`src/rtl/uart_pkg.sv`:
```
// Shared types and limits for the configurable UART transmitter and its FIFO.
package uart_pkg;

  typedef enum logic [1:0] {
    PAR_NONE = 2'd0,
    PAR_EVEN = 2'd1,
    PAR_ODD  = 2'd2
  } parity_e;

  typedef enum logic [2:0] {
    IDLE   = 3'd0,
    START  = 3'd1,
    DATA   = 3'd2,
    PARITY = 3'd3,
    STOP   = 3'd4
  } tx_state_t;

  localparam int MIN_DIV  = 2;
  localparam int MIN_BITS = 5;
  localparam int MAX_BITS = 9;

  // XOR of the low nbits bits of data; bits at or above nbits do not contribute.
  function automatic logic calc_parity(input logic [MAX_BITS-1:0] data,
                                       input logic [3:0]          nbits);
    logic p;
    p = 1'b0;
    for (int i = 0; i < MAX_BITS; i++) begin
      p = p ^ (data[i] & (4'(i) < nbits));
    end
    return p;
  endfunction

endpackage

```
`src/rtl/sync_fifo.sv`:
```
// Single-clock FIFO with occupancy count; blocked push on full, blocked pop on empty.
module sync_fifo #(
  parameter int WIDTH = 9,
  parameter int DEPTH = 8
) (
  input  logic                     clk,
  input  logic                     rst,
  input  logic                     push,
  input  logic [WIDTH-1:0]         wdata,
  input  logic                     pop,
  output logic [WIDTH-1:0]         rdata,
  output logic                     full,
  output logic                     empty,
  output logic [$clog2(DEPTH):0]   level
);

  localparam int AW = $clog2(DEPTH);

  logic [WIDTH-1:0] mem_r [DEPTH];
  logic [AW-1:0]    wr_ptr_r;
  logic [AW-1:0]    rd_ptr_r;
  logic [AW:0]      level_r;
  logic             do_push_s;
  logic             do_pop_s;

  assign full      = (level_r == (AW+1)'(DEPTH));
  assign empty     = (level_r == {(AW+1){1'b0}});
  assign level     = level_r;
  assign rdata     = mem_r[rd_ptr_r];
  assign do_push_s = push && !full;
  assign do_pop_s  = pop && !empty;

  // Storage array write port; contents need no reset because level gates every read.
  always_ff @(posedge clk) begin
    if (do_push_s) begin
      mem_r[wr_ptr_r] <= wdata;
    end
  end

  // Pointers wrap naturally because DEPTH is a power of two.
  always_ff @(posedge clk or posedge rst) begin
    if (rst) begin
      wr_ptr_r <= {AW{1'b0}};
      rd_ptr_r <= {AW{1'b0}};
      level_r  <= {(AW+1){1'b0}};
    end else begin
      if (do_push_s) begin
        wr_ptr_r <= wr_ptr_r + AW'(1);
      end
      if (do_pop_s) begin
        rd_ptr_r <= rd_ptr_r + AW'(1);
      end
      case ({do_push_s, do_pop_s})
        2'b10:   level_r <= level_r + (AW+1)'(1);
        2'b01:   level_r <= level_r - (AW+1)'(1);
        default: level_r <= level_r;
      endcase
    end
  end

endmodule

```
`src/rtl/uart_tx_cfg.sv`:
```
// UART transmitter with per-frame latched configuration and a queued front end,
// so consecutive frames leave back-to-back with no idle gap.
module uart_tx_cfg
  import uart_pkg::*;
#(
  parameter int FIFO_DEPTH = 8,
  parameter int DIV_W      = 16,
  parameter int DATA_W     = 9
) (
  input  logic                          clk,
  input  logic                          rst,
  input  logic [DIV_W-1:0]              cfg_div,
  input  logic [3:0]                    cfg_data_bits,
  input  logic [1:0]                    cfg_parity,
  input  logic                          cfg_stop2,
  input  logic [DATA_W-1:0]             tx_data,
  input  logic                          tx_valid,
  output logic                          tx_ready,
  output logic                          tx,
  output logic                          busy,
  output logic [$clog2(FIFO_DEPTH):0]   fifo_level
);

  localparam logic [DIV_W-1:0] MIN_DIV_V  = DIV_W'(MIN_DIV);
  localparam logic [3:0]       MIN_BITS_V = 4'(MIN_BITS);
  localparam logic [3:0]       MAX_BITS_V = 4'(MAX_BITS);

  tx_state_t           state_r;
  logic [DATA_W-1:0]   shreg_r;
  logic [DIV_W-1:0]    div_l_r;
  logic [DIV_W-1:0]    cnt_r;
  logic [3:0]          nbits_l_r;
  logic [3:0]          bit_idx_r;
  logic                par_en_r;
  logic                par_bit_r;
  logic                stop2_l_r;
  logic                stop_cnt_r;
  logic                tx_r;

  logic [DATA_W-1:0]   fifo_rdata_s;
  logic                fifo_full_s;
  logic                fifo_empty_s;
  logic [DIV_W-1:0]    div_eff_s;
  logic [3:0]          nbits_eff_s;
  logic                bit_end_s;
  logic                last_stop_s;
  logic                pop_s;

  sync_fifo #(
    .WIDTH (DATA_W),
    .DEPTH (FIFO_DEPTH)
  ) u_fifo (
    .clk   (clk),
    .rst   (rst),
    .push  (tx_valid),
    .wdata (tx_data),
    .pop   (pop_s),
    .rdata (fifo_rdata_s),
    .full  (fifo_full_s),
    .empty (fifo_empty_s),
    .level (fifo_level)
  );

  assign tx_ready = !fifo_full_s;
  assign busy     = (state_r != IDLE) || !fifo_empty_s;
  assign tx       = tx_r;

  // Clamp live config and decide when the current bit ends and the next word is taken.
  always_comb begin
    div_eff_s = (cfg_div < MIN_DIV_V) ? MIN_DIV_V : cfg_div;
    if (cfg_data_bits < MIN_BITS_V) begin
      nbits_eff_s = MIN_BITS_V;
    end else if (cfg_data_bits > MAX_BITS_V) begin
      nbits_eff_s = MAX_BITS_V;
    end else begin
      nbits_eff_s = cfg_data_bits;
    end
    bit_end_s   = (cnt_r == {DIV_W{1'b0}});
    last_stop_s = (state_r == STOP) && bit_end_s && !(stop2_l_r && !stop_cnt_r);
    pop_s       = !fifo_empty_s && ((state_r == IDLE) || last_stop_s);
  end

  // Frame sequencer: every bit holds tx for div_l cycles, counted down to zero.
  always_ff @(posedge clk or posedge rst) begin
    if (rst) begin
      state_r    <= IDLE;
      shreg_r    <= {DATA_W{1'b0}};
      div_l_r    <= MIN_DIV_V;
      cnt_r      <= {DIV_W{1'b0}};
      nbits_l_r  <= MIN_BITS_V;
      bit_idx_r  <= 4'd0;
      par_en_r   <= 1'b0;
      par_bit_r  <= 1'b0;
      stop2_l_r  <= 1'b0;
      stop_cnt_r <= 1'b0;
      tx_r       <= 1'b1;
    end else if (pop_s) begin
      state_r    <= START;
      tx_r       <= 1'b0;
      cnt_r      <= div_eff_s - DIV_W'(1);
      div_l_r    <= div_eff_s;
      nbits_l_r  <= nbits_eff_s;
      par_en_r   <= (cfg_parity == PAR_EVEN) || (cfg_parity == PAR_ODD);
      par_bit_r  <= calc_parity(MAX_BITS'(fifo_rdata_s), nbits_eff_s) ^ (cfg_parity == PAR_ODD);
      stop2_l_r  <= cfg_stop2;
      shreg_r    <= fifo_rdata_s;
      bit_idx_r  <= 4'd0;
      stop_cnt_r <= 1'b0;
    end else if (state_r == IDLE) begin
      tx_r <= 1'b1;
    end else if (!bit_end_s) begin
      cnt_r <= cnt_r - DIV_W'(1);
    end else begin
      cnt_r <= div_l_r - DIV_W'(1);
      case (state_r)
        START: begin
          state_r   <= DATA;
          tx_r      <= shreg_r[0];
          shreg_r   <= {1'b0, shreg_r[DATA_W-1:1]};
          bit_idx_r <= 4'd1;
        end
        DATA: begin
          if (bit_idx_r == nbits_l_r) begin
            if (par_en_r) begin
              state_r <= PARITY;
              tx_r    <= par_bit_r;
            end else begin
              state_r    <= STOP;
              tx_r       <= 1'b1;
              stop_cnt_r <= 1'b0;
            end
          end else begin
            tx_r      <= shreg_r[0];
            shreg_r   <= {1'b0, shreg_r[DATA_W-1:1]};
            bit_idx_r <= bit_idx_r + 4'd1;
          end
        end
        PARITY: begin
          state_r    <= STOP;
          tx_r       <= 1'b1;
          stop_cnt_r <= 1'b0;
        end
        STOP: begin
          if (!last_stop_s) begin
            stop_cnt_r <= 1'b1;
          end else begin
            state_r <= IDLE;
            tx_r    <= 1'b1;
          end
        end
        default: begin
          state_r <= IDLE;
          tx_r    <= 1'b1;
        end
      endcase
    end
  end

endmodule

```
`config.mk`:
```
export PLATFORM = sky130hd
export DESIGN_NAME = uart_tx_cfg
export DESIGN_NICKNAME = d
export VERILOG_FILES = /design/src/rtl/uart_pkg.sv /design/src/rtl/sync_fifo.sv /design/src/rtl/uart_tx_cfg.sv
export SDC_FILE = /design/constraint.sdc
export NUM_CORES = 1
export LEC_CHECK = 0
export ABC_AREA = 0
export CAP_MARGIN = 20
export CELL_PAD_IN_SITES_DETAIL_PLACEMENT = 0
export CELL_PAD_IN_SITES_GLOBAL_PLACEMENT = 1
export CORE_ASPECT_RATIO = 0.6
export CORE_MARGIN = 5
export CORE_UTILIZATION = 44
export DETAILED_ROUTE_END_ITERATION = 8
export PLACE_DENSITY = 0.78
export SLEW_MARGIN = 20
export SYNTH_ARGS = -nofsm -noshare
export SYNTH_HDL_FRONTEND = slang
export SYNTH_SLANG_ARGS = --single-unit
```
`constraint.sdc`:
```
create_clock -name clk -period 3.8 [get_ports clk]
set_input_delay 0.38 -clock clk [delete_from_list [all_inputs] [get_ports clk]]
set_output_delay 0.38 -clock clk [all_outputs]
set_load 0.005 [all_outputs]
```
# --- Word-level counts from Yosys, hierarchy flattened ---
# Memories as Yosys holds them, arrays and structs flattened.
# Cells that the tools add are included.
totals:
  register_bits: 67
  ramBits: 72
  in_bits: 35
  out_inout_bits: 7
  wordCells: 136
  mem_count: 1
mem_list:
  columns: ["memory", "words", "word_bits", "rd", "rd_clocked_by_memory_dff", "write_ports", "line_no", "source"]
  rows:
  - ["u_fifo.mem_r", 8, 9, 1, 0, 1, "sync_fifo.sv:19", "logic [WIDTH-1:0] mem_r [DEPTH];"]
classes:
  add_sub_neg: 8
  magnitude_cmp: 12
  eq_ne: 17
  muxes: 40
  bitwise_logic: 18
  n_reduce_logical: 26
op_table:
  columns: ["op", "n"]
  rows:
  - ["2-to-1 mux 16 bit", 4]
  - ["subtractor 16 x 1 -> 16 bit (second input constant)", 3]
  - ["2-to-1 mux 9 bit", 4]
  - ["2-to-1 mux 4 bit", 6]
  - ["2-to-1 mux 3 bit", 6]
  - ["one-hot mux 9 bit (2 select lines)", 1]
  - ["logical NOT 16 bit", 1]
  - ["less-than comparator 16 x 2 -> 1 bit (second input constant)", 1]
  - ["less-than comparator 3 x 4 -> 1 bit (first input constant)", 4]
  - ["one-hot mux 4 bit (2 select lines)", 2]
  - ["inequality test 3 x 2 -> 1 bit (second input constant)", 5]
  - ["2-to-1 mux 1 bit", 14]
  - ["one-hot mux 3 bit (4 select lines)", 1]
  - ["bitwise AND 1 bit", 9]
  - ["nonzero test 3 bit", 3]
  - ["bitwise XOR 1 bit", 9]
  - ["adder 4 x 1 -> 4 bit (second input constant)", 2]
  - ["less-than comparator 1 x 4 -> 1 bit (first input constant)", 2]
  - ["less-than comparator 2 x 4 -> 1 bit (first input constant)", 2]
  - ["AND reduction 4 bit", 2]
  - ["adder 3 x 1 -> 3 bit (second input constant)", 2]
  - ["== test 3 x 2 -> 1 bit (second input constant)", 2]
  - ["logical AND 1 bit", 6]
  - ["one-hot mux 1 bit (3 select lines)", 2]
  - ["other kinds (20)", 28]

# --- Depth between registers and ports, before layout ---
# Gate-level depths: netlist (run 1).
depth:
  ltp_word: 14
  depth_mapped: 16

# --- Cells and area by module ---
# A second synthesis (run 1) with hierarchy kept.
hier_totals:
  hier_cells: 621
  hier_area_um2: 7169.4
by_module_without_submodules:
  columns: ["mod", "n_inst", "cells_each", "area_each_um2", "seq_area_each_um2"]
  rows:
  - ["uart_tx_cfg", 1, 449, 3729.8, 1431.4]
  - ["sync_fifo", 1, 172, 3439.5, 2412.3]

# --- Worst setup path after synthesis (run 1) ---
# No wires, ideal clock.
synth_timing:
  kind: "register to register"
  start: "register u_fifo.level_r[1] (netlist: u_fifo.level[1])"
  end: "register u_fifo.level_r[3] (netlist: u_fifo.level[3])"
  setup_ps: 125
  arrival_time_ps: 3510
  slack_ps: 165
  stages_incl_launch_ff: 17
  period_less_slack_ps: 3635
  cell_sequence: "dfrtp_1 > or4_4 > and3_4 > buf_6 > a31oi_4 > inv_4 > buf_2 > buf_2 > buf_2 > buf_2 > ha_1 > ha_1 > a21o_1 > a21oi_1 > xnor2_1 > nor2_1 > xor2_1"
synth_between:
  elab_chain_len: 6
  word_cells_on_any_way: 13
synth_lines:
  columns: ["item", "line_no", "source"]
  rows:
  - ["start, declared", "sync_fifo.sv:22", "logic [AW:0] level_r;"]
  - ["start signal, assigned", "sync_fifo.sv:45", "level_r <= {(AW+1){1'b0}};"]
  - ["start signal, assigned", "sync_fifo.sv:54", "2'b10: level_r <= level_r + (AW+1)'(1);"]
  - ["start signal, assigned", "sync_fifo.sv:55", "2'b01: level_r <= level_r - (AW+1)'(1);"]
  - ["logical NOT 4 bit *", "sync_fifo.sv:27", "assign empty = (level_r == {(AW+1){1'b0}});"]
  - ["logical NOT 1 bit *", "sync_fifo.sv:31, uart_tx_cfg.sv:80", null]
  - ["logical AND 1 bit", "uart_tx_cfg.sv:80", "pop_s = !fifo_empty_s && ((state_r == IDLE) || last_stop_s);"]
  - ["logical AND 1 bit *", "sync_fifo.sv:31", "assign do_pop_s = pop && !empty;"]
  - ["via u_fifo.do_pop_s", "sync_fifo.sv:24", "logic do_pop_s;"]
  - ["== test 2 x 1 -> 1 bit / == test 2 bit (equally long branches)", "sync_fifo.sv:53", "case ({do_push_s, do_pop_s})"]
  - ["one-hot mux 4 bit (2 select lines) / nonzero test 2 bit (equally long branches)", null, null]
# The timed path passes the listed nets; every way through them passes the cells marked *.
# A chain may end at the register's enable or synchronous reset.

# --- Worst setup path after layout (run 1) ---
layout_timing:
  start: "register u_fifo.level_r[0] (netlist: u_fifo.level[0])"
  end: "register cnt_r[14]"
layout_between:
  elab_chain_len: 4
  word_cells_on_any_way: 5
layout_lines:
  columns: ["item", "line_no", "source"]
  rows:
  - ["logical NOT 4 bit *", "sync_fifo.sv:27", null]
  - ["logical NOT 1 bit *", "uart_tx_cfg.sv:80", null]
  - ["logical AND 1 bit *", "uart_tx_cfg.sv:80", null]
  - ["inequality test 2 x 1 -> 1 bit (no line) / 2-to-1 mux 16 bit (equally long branches)", null, null]
  - ["end signal, assigned", "uart_tx_cfg.sv:89", "cnt_r <= {DIV_W{1'b0}};"]
  - ["end signal, assigned", "uart_tx_cfg.sv:100", "cnt_r <= div_eff_s - DIV_W'(1);"]
  - ["end signal, assigned", "uart_tx_cfg.sv:112", "cnt_r <= cnt_r - DIV_W'(1);"]
  - ["end, declared", "uart_tx_cfg.sv:31", "logic [DIV_W-1:0] cnt_r;"]
# Every way passes the cells marked *; elsewhere a longest branch is shown, timed or not.

==> results of run 1 <==
state kept, by name, indices dropped and copies added, names as in the netlist:
| register | count |
|---|---|
| u_fifo.level | 4 |
| stop2_l_r | 1 |
| bit_idx_r | 4 |
| u_fifo.mem_r | 72 |
| par_bit_r | 1 |
| state_r | 3 |
| tx | 1 |
| div_l_r | 16 |
| stop_cnt_r | 1 |
| par_en_r | 1 |
| nbits_l_r | 4 |
| u_fifo.wr_ptr_r | 3 |
| cnt_r | 16 |
| u_fifo.rd_ptr_r | 3 |
| shreg_r | 9 |
through the flow:
stage                     power [mW]  util (%)
after floorplan                 4.66         -
after global placement          5.44      50.1
after detailed placement        5.51      50.1
after CTS                       7.09      53.9
after global routing            7.56      54.0
final                           7.08      54.0
Yosys cell counts, types with 9 or more instances:
cell type  number  share of area (%)
o21ai_1        10               0.75
nor2_1         35                2.0
mux2i_1        18                2.7
buf_2          10               0.75
clkbuf_1       10               0.56
xor2_1          9                1.2
xnor2_1        20                2.6
mux4_2         12                4.1
nor3_1         13               0.98
nand2_1       105                5.9
edfxtp_1       72                 32
dfrtp_1        63                 24
a21oi_1        32                2.4
o21ai_0        32                2.4
tightest hold or removal path: cells and delay by family:
kind / cells / cell delay [ns]
buf+inv: 3 / 0.76
power by group through the flow:
stage | registers [mW] | logic [mW] | clock network, mW
finish | 2.49 | 3.03 | 1.56
global route | 2.56 | 3.35 | 1.66
CTS | 2.49 | 3.02 | 1.59
detailed placement | 2.51 | 3.00 | 0
global placement | 2.49 | 2.95 | 0
floorplan | 2.36 | 2.29 | 0
cell families (layout without fill, tap and decap cells):
kind of cell / count (synthesis) / after routing / synth area share (%)
compound gates: 124 / 124 / 12.7
xor+xnor: 30 / 30 / 4.15
fa+ha+maj: 9 / 9 / 1.80
buf+inv: 34 / 103 / 2.25
flops: 139 / 139 / 57.7
mux: 35 / 35 / 7.71
simple gates: 197 / 197 / 13.7
worst max-delay path by stage:
stage,end,slack [ns],cells past startpoint
after floorplan,u_fifo.level[3],0.16,16
after global placement,u_fifo.level[3],0.28,12
after detailed placement,u_fifo.level[3],0.20,12
after CTS,u_fifo.level[3],0.19,12
after global routing,cnt_r[14],0.03,12
final,cnt_r[14],0.28,12
per-layer routing:
metal  GRT usage (%)  vias to the layer above  share of wire, %
li1                -                     2192                 -
met1            29.0                     2303                50
met2            25.4                      167                42
met3            5.09                       10               7.2
met4            4.57                        0              0.73
met5               0                        -                 0
cell type report:
| class | instances | area, µm² | share of cell area, % |
|---|---|---|---|
| clock buffers | 17 | 425 | 5.36 |
| clock inverters | 15 | 130 | 1.64 |
| inverters | 10 | 40.0 | 0.505 |
| multi-input cells | 395 | 2680 | 33.8 |
| flip-flops and latches | 139 | 3840 | 48.5 |
| well taps | 198 | 248 | 3.12 |
| repair buffers | 61 | 564 | 7.11 |
==> results.cfg, run 1 <==
[run_status]
status = finished clean

[job]
maxCapViolCount = 0

[synth]
ys_seq_elements = 139
synth_warnings = 0
syn_area_mm2 = 0.00667
ys.flop_type = edfxtp_1
syn_nets = 612
postSynthCellCount = 568
synth.distinct_cells = 67
synth-seq-area-share_pct = 57.7
syn_avg_cell_area_um2 = 11.7
synth_edf_count = 72
async_reset_ff_share_pct = 48.2

[place]
place.detailed.hpwl_um = 11500
io_buffer_count = 41
dpl-instance-area_mm2 = 0.00736
place_ws_ns = 0.203
place_inst = 802
gp_congestion = 0.872

[die]
dieArea_mm2 = 0.0178
rows = 34
die_x_um = 169
start_util_pct = 45.4
core_mm2 = 0.0147
die_h_um = 105
io_pins = 42

[grt]
antenna_found_initial = 0
track_usage_pct = 18.6
grt_overflow = 0
grt_pass1_wl_um = 25800
grt_max_degree = 48
first_global_vias = 4703

[worst_setup_path]
r2r-start = u_fifo.level[0]
cp.required_ns = 4.09
crit_path_max_fanout = 8
reg2reg_slack_ns = 0.28
cp_slowest_cell = or4_4
rr_endpoint = cnt_r[14]
crit_chain = or4_4 -> and3_4 -> a31oi_4 -> mux2_4 -> ha_1 -> nand2_1 -> o32a_1 -> nand3_1 -> nand4_4 -> nor4_2 -> xnor2_1 -> a21oi_1
ff2ff_path_depth = 12
path_class = reg -> reg
critPathMaxStageDelay_ns = 0.60
critPathLaunchType = flop
cpLargestDelayFamily = simple AND/OR/NAND/NOR gates
critPathBufInv = 0
crit_start = u_fifo.level[0]
arrival_ns = 3.81
cp-end-kind = flop

[clock_tree]
htreeDepth = 4
cts_resized = 0
tritoncts = done
clk_pin_slew_ns = 0.07
ctsHoldBuffers = 0
tritoncts.num_buffers = 17
insertion_delay_ns = 0.42
cts.sinks = 139
cts_setup_buffers = 0
root_buffer = clkbuf_16
cts_buffer_depth = 2

[sta]
whs_ns = 0.335
period_minus_slack_ns = 3.52
timing.fmax_mhz = 284
setup_ws_ns = 0.279
tightest_slew_ns = 0.964
skew_ns = 0.0157
rsz0062_at_grt = false
setup_viol = 0
final_hold_viol_count = 0
drv_slew = 0
finalCritPeriodShare_pct = 92.7
maxSlewHeadroom_pct = 35.5
tns_ns = 0

[cells_and_area]
area.growth.synth_to_final_pct = 19.0
diodes = 0
layout_common_cells = 105 x nand2_1, 72 x edfxtp_1, 63 x dfrtp_1, 41 x clkdlybuf4s50_1, 35 x nor2_1
fill_cells = 1206
num-nets-final = 668
stdcell_area_mm2 = 0.00793
drive_gt1_share_pct = 14.1
fin_cells = 835
final_common_cell = nand2_1

[hold_path]
hold_path_class = in -> async

[drt]
remaining_drc_errors = 0
wl_per_cell_um = 19.0
dr.first_iter.drc_count = 336
final_antenna_net_count = 0
routed_wl_um = 15900
num_vias = 4672
viasPerCell = 5.60
dr.pass1.iters = 5

[power_and_ir_drop]
switchingPower_mw = 2.79
power_density_mw_per_mm2 = 893
leakagePower_nw = 3.14
clock_power_share_pct = 22.0
peakVddDrop_uv = 308
power_frac_comb_pct = 42.8
switching_share_pct = 39.5
intPower_mw = 4.29
seq_power_share_pct = 35.2
Power figures use the tool's default switching activity.
==> run 2, diff against run 1 <==
--- a/config.mk
+++ b/config.mk
@@ -11,9 +11,10 @@
 export CELL_PAD_IN_SITES_GLOBAL_PLACEMENT = 1
 export CORE_ASPECT_RATIO = 0.6
 export CORE_MARGIN = 5
-export CORE_UTILIZATION = 44
+export CORE_UTILIZATION = 47
 export DETAILED_ROUTE_END_ITERATION = 8
-export PLACE_DENSITY = 0.78
+export DONT_BUFFER_PORTS = 1
+export PLACE_DENSITY = 0.77
 export SLEW_MARGIN = 20
 export SYNTH_ARGS = -nofsm -noshare
 export SYNTH_HDL_FRONTEND = slang
==> results.cfg, run 2 (synthesis gave the netlist of run 1 again) <==
[run_status]
status = finished clean

[worst_setup_path]
cpLargestDelayFamily = simple AND/OR/NAND/NOR gates
crit_path_max_fanout = 8
path_class = reg -> reg
critPathMaxStageDelay_ns = 0.63
cp.required_ns = 4.08
cp_slowest_cell = or4_4
critPathBufInv = 0
cp-end-kind = flop
arrival_ns = 3.88
crit_chain = or4_4 -> and3_4 -> a31oi_4 -> mux2_4 -> ha_1 -> nand2_1 -> o32a_1 -> nand3_1 -> nand4_2 -> nor4_2 -> xnor2_1 -> a21oi_1
critPathLaunchType = flop

[cells_and_area]
stdcell_area_mm2 = 0.00753
largest_reg_flops = 72
fill_cells = 1182
top_regs = u_fifo.mem_r (72), cnt_r (16), div_l_r (16)
drive_gt1_share_pct = 15.1
layout_common_cells = 105 x nand2_1, 72 x edfxtp_1, 63 x dfrtp_1, 34 x nor2_1
num-nets-final = 626
final_core_util_pct = 54.6
top_register = u_fifo.mem_r
diodes = 0
final_common_cell = nand2_1
area.growth.synth_to_final_pct = 13.0

[power_and_ir_drop]
leakagePower_nw = 2.98
power_density_mw_per_mm2 = 933
seq_power_share_pct = 35.7
clock_power_share_pct = 23.0
intPower_mw = 4.33
switching_share_pct = 38.3
power_frac_comb_pct = 41.3
switchingPower_mw = 2.69
peakVddDrop_uv = 371

[sta]
setup_viol = 0
tightest_slew_ns = 1.06
period_minus_slack_ns = 3.60
timing.fmax_mhz = 278
rsz0062_at_grt = false
final_hold_viol_count = 0
whs_ns = 0.0291
setup_ws_ns = 0.201
maxSlewHeadroom_pct = 29.0
finalCritPeriodShare_pct = 94.7
tns_ns = 0
drv_slew = 0
skew_ns = 0.0169

[die]
core_mm2 = 0.0138
start_util_pct = 48.3
die_x_um = 164
io_pins = 42
dieArea_mm2 = 0.0167
die_h_um = 102
rows = 33

[clock_tree]
root_buffer = clkbuf_16
ctsHoldBuffers = 1
tritoncts = done
cts_resized = 0
cts_buffer_depth = 2
cts_setup_buffers = 0
tritoncts.num_buffers = 17
htreeDepth = 4
cts.sinks = 139
clk_pin_slew_ns = 0.07
insertion_delay_ns = 0.41

[grt]
grt_overflow = 0
grt_pass1_wl_um = 25600
track_usage_pct = 19.9
first_global_vias = 4596
grt_max_degree = 36
antenna_found_initial = 0

[drt]
highest_layer = met4
met3_length_um = 1060
final_antenna_net_count = 0
met1_length_um = 7970
routed_wl_um = 15700
wl_per_cell_um = 20.0
remaining_drc_errors = 0
dr.pass1.iters = 5
num_vias = 4582
dr.first_iter.drc_count = 325
viasPerCell = 5.82
wl_met2_um = 6540

[place]
io_buffer_count = 0
place.detailed.hpwl_um = 11200
place_ws_ns = 0.273
gp_congestion = 0.881
dpl-instance-area_mm2 = 0.00694

[hold_path]
hold_path_class = in -> reg

[job]
maxCapViolCount = 0
run 2: power groups by stage:
| stage | Combinational [mW] | Clock [mW] | Sequential [mW] |
|---|---|---|---|
| 2_1_floorplan | 2.29 | 0 | 2.36 |
| 3_3_place_gp | 2.81 | 0 | 2.51 |
| 3_5_place_dp | 2.88 | 0 | 2.52 |
| 4_1_cts | 2.90 | 1.64 | 2.50 |
| 5_1_grt | 3.21 | 1.71 | 2.56 |
| 6_report | 2.90 | 1.62 | 2.51 |
run 2: final timing paths:
kind	slack [ns]	end	startpoint	cells after the start
worst max register to register	0.20	cnt_r[14]	u_fifo.level[1]	12
worst max-delay path	0.20	cnt_r[14]	u_fifo.level[1]	12
worst min-delay path	0.03	nbits_l_r[2]	cfg_data_bits[3]	1
max in group asynchronous	2.27	tx	rst	3
worst min register to register	0.47	div_l_r[12]	div_l_r[12]	2
min in group asynchronous	0.56	div_l_r[13]	rst	2
run 2: per-stage QoR:
stage,instances,total power [mW]
floorplan,568,4.66
global placement,754,5.31
detailed placement,754,5.40
CTS,787,7.04
global route,787,7.49
finish,787,7.03
run 2: metal layers:
layer	up-vias	global-route usage (%)
li1	2105	-
met1	2302	31.4
met2	153	27.2
met3	22	4.84
met4	0	5.61
met5	-	0
run 2: cell type report:
class	instances	area, µm²	share of cell area, %
inverter	10	40.0	0.532
sequential	139	3840	51.0
tap	192	240	3.19
clock inverter	14	144	1.91
clock buffer	18	429	5.70
multi-input combinational	395	2680	35.5
timing repair buffer	19	158	2.09
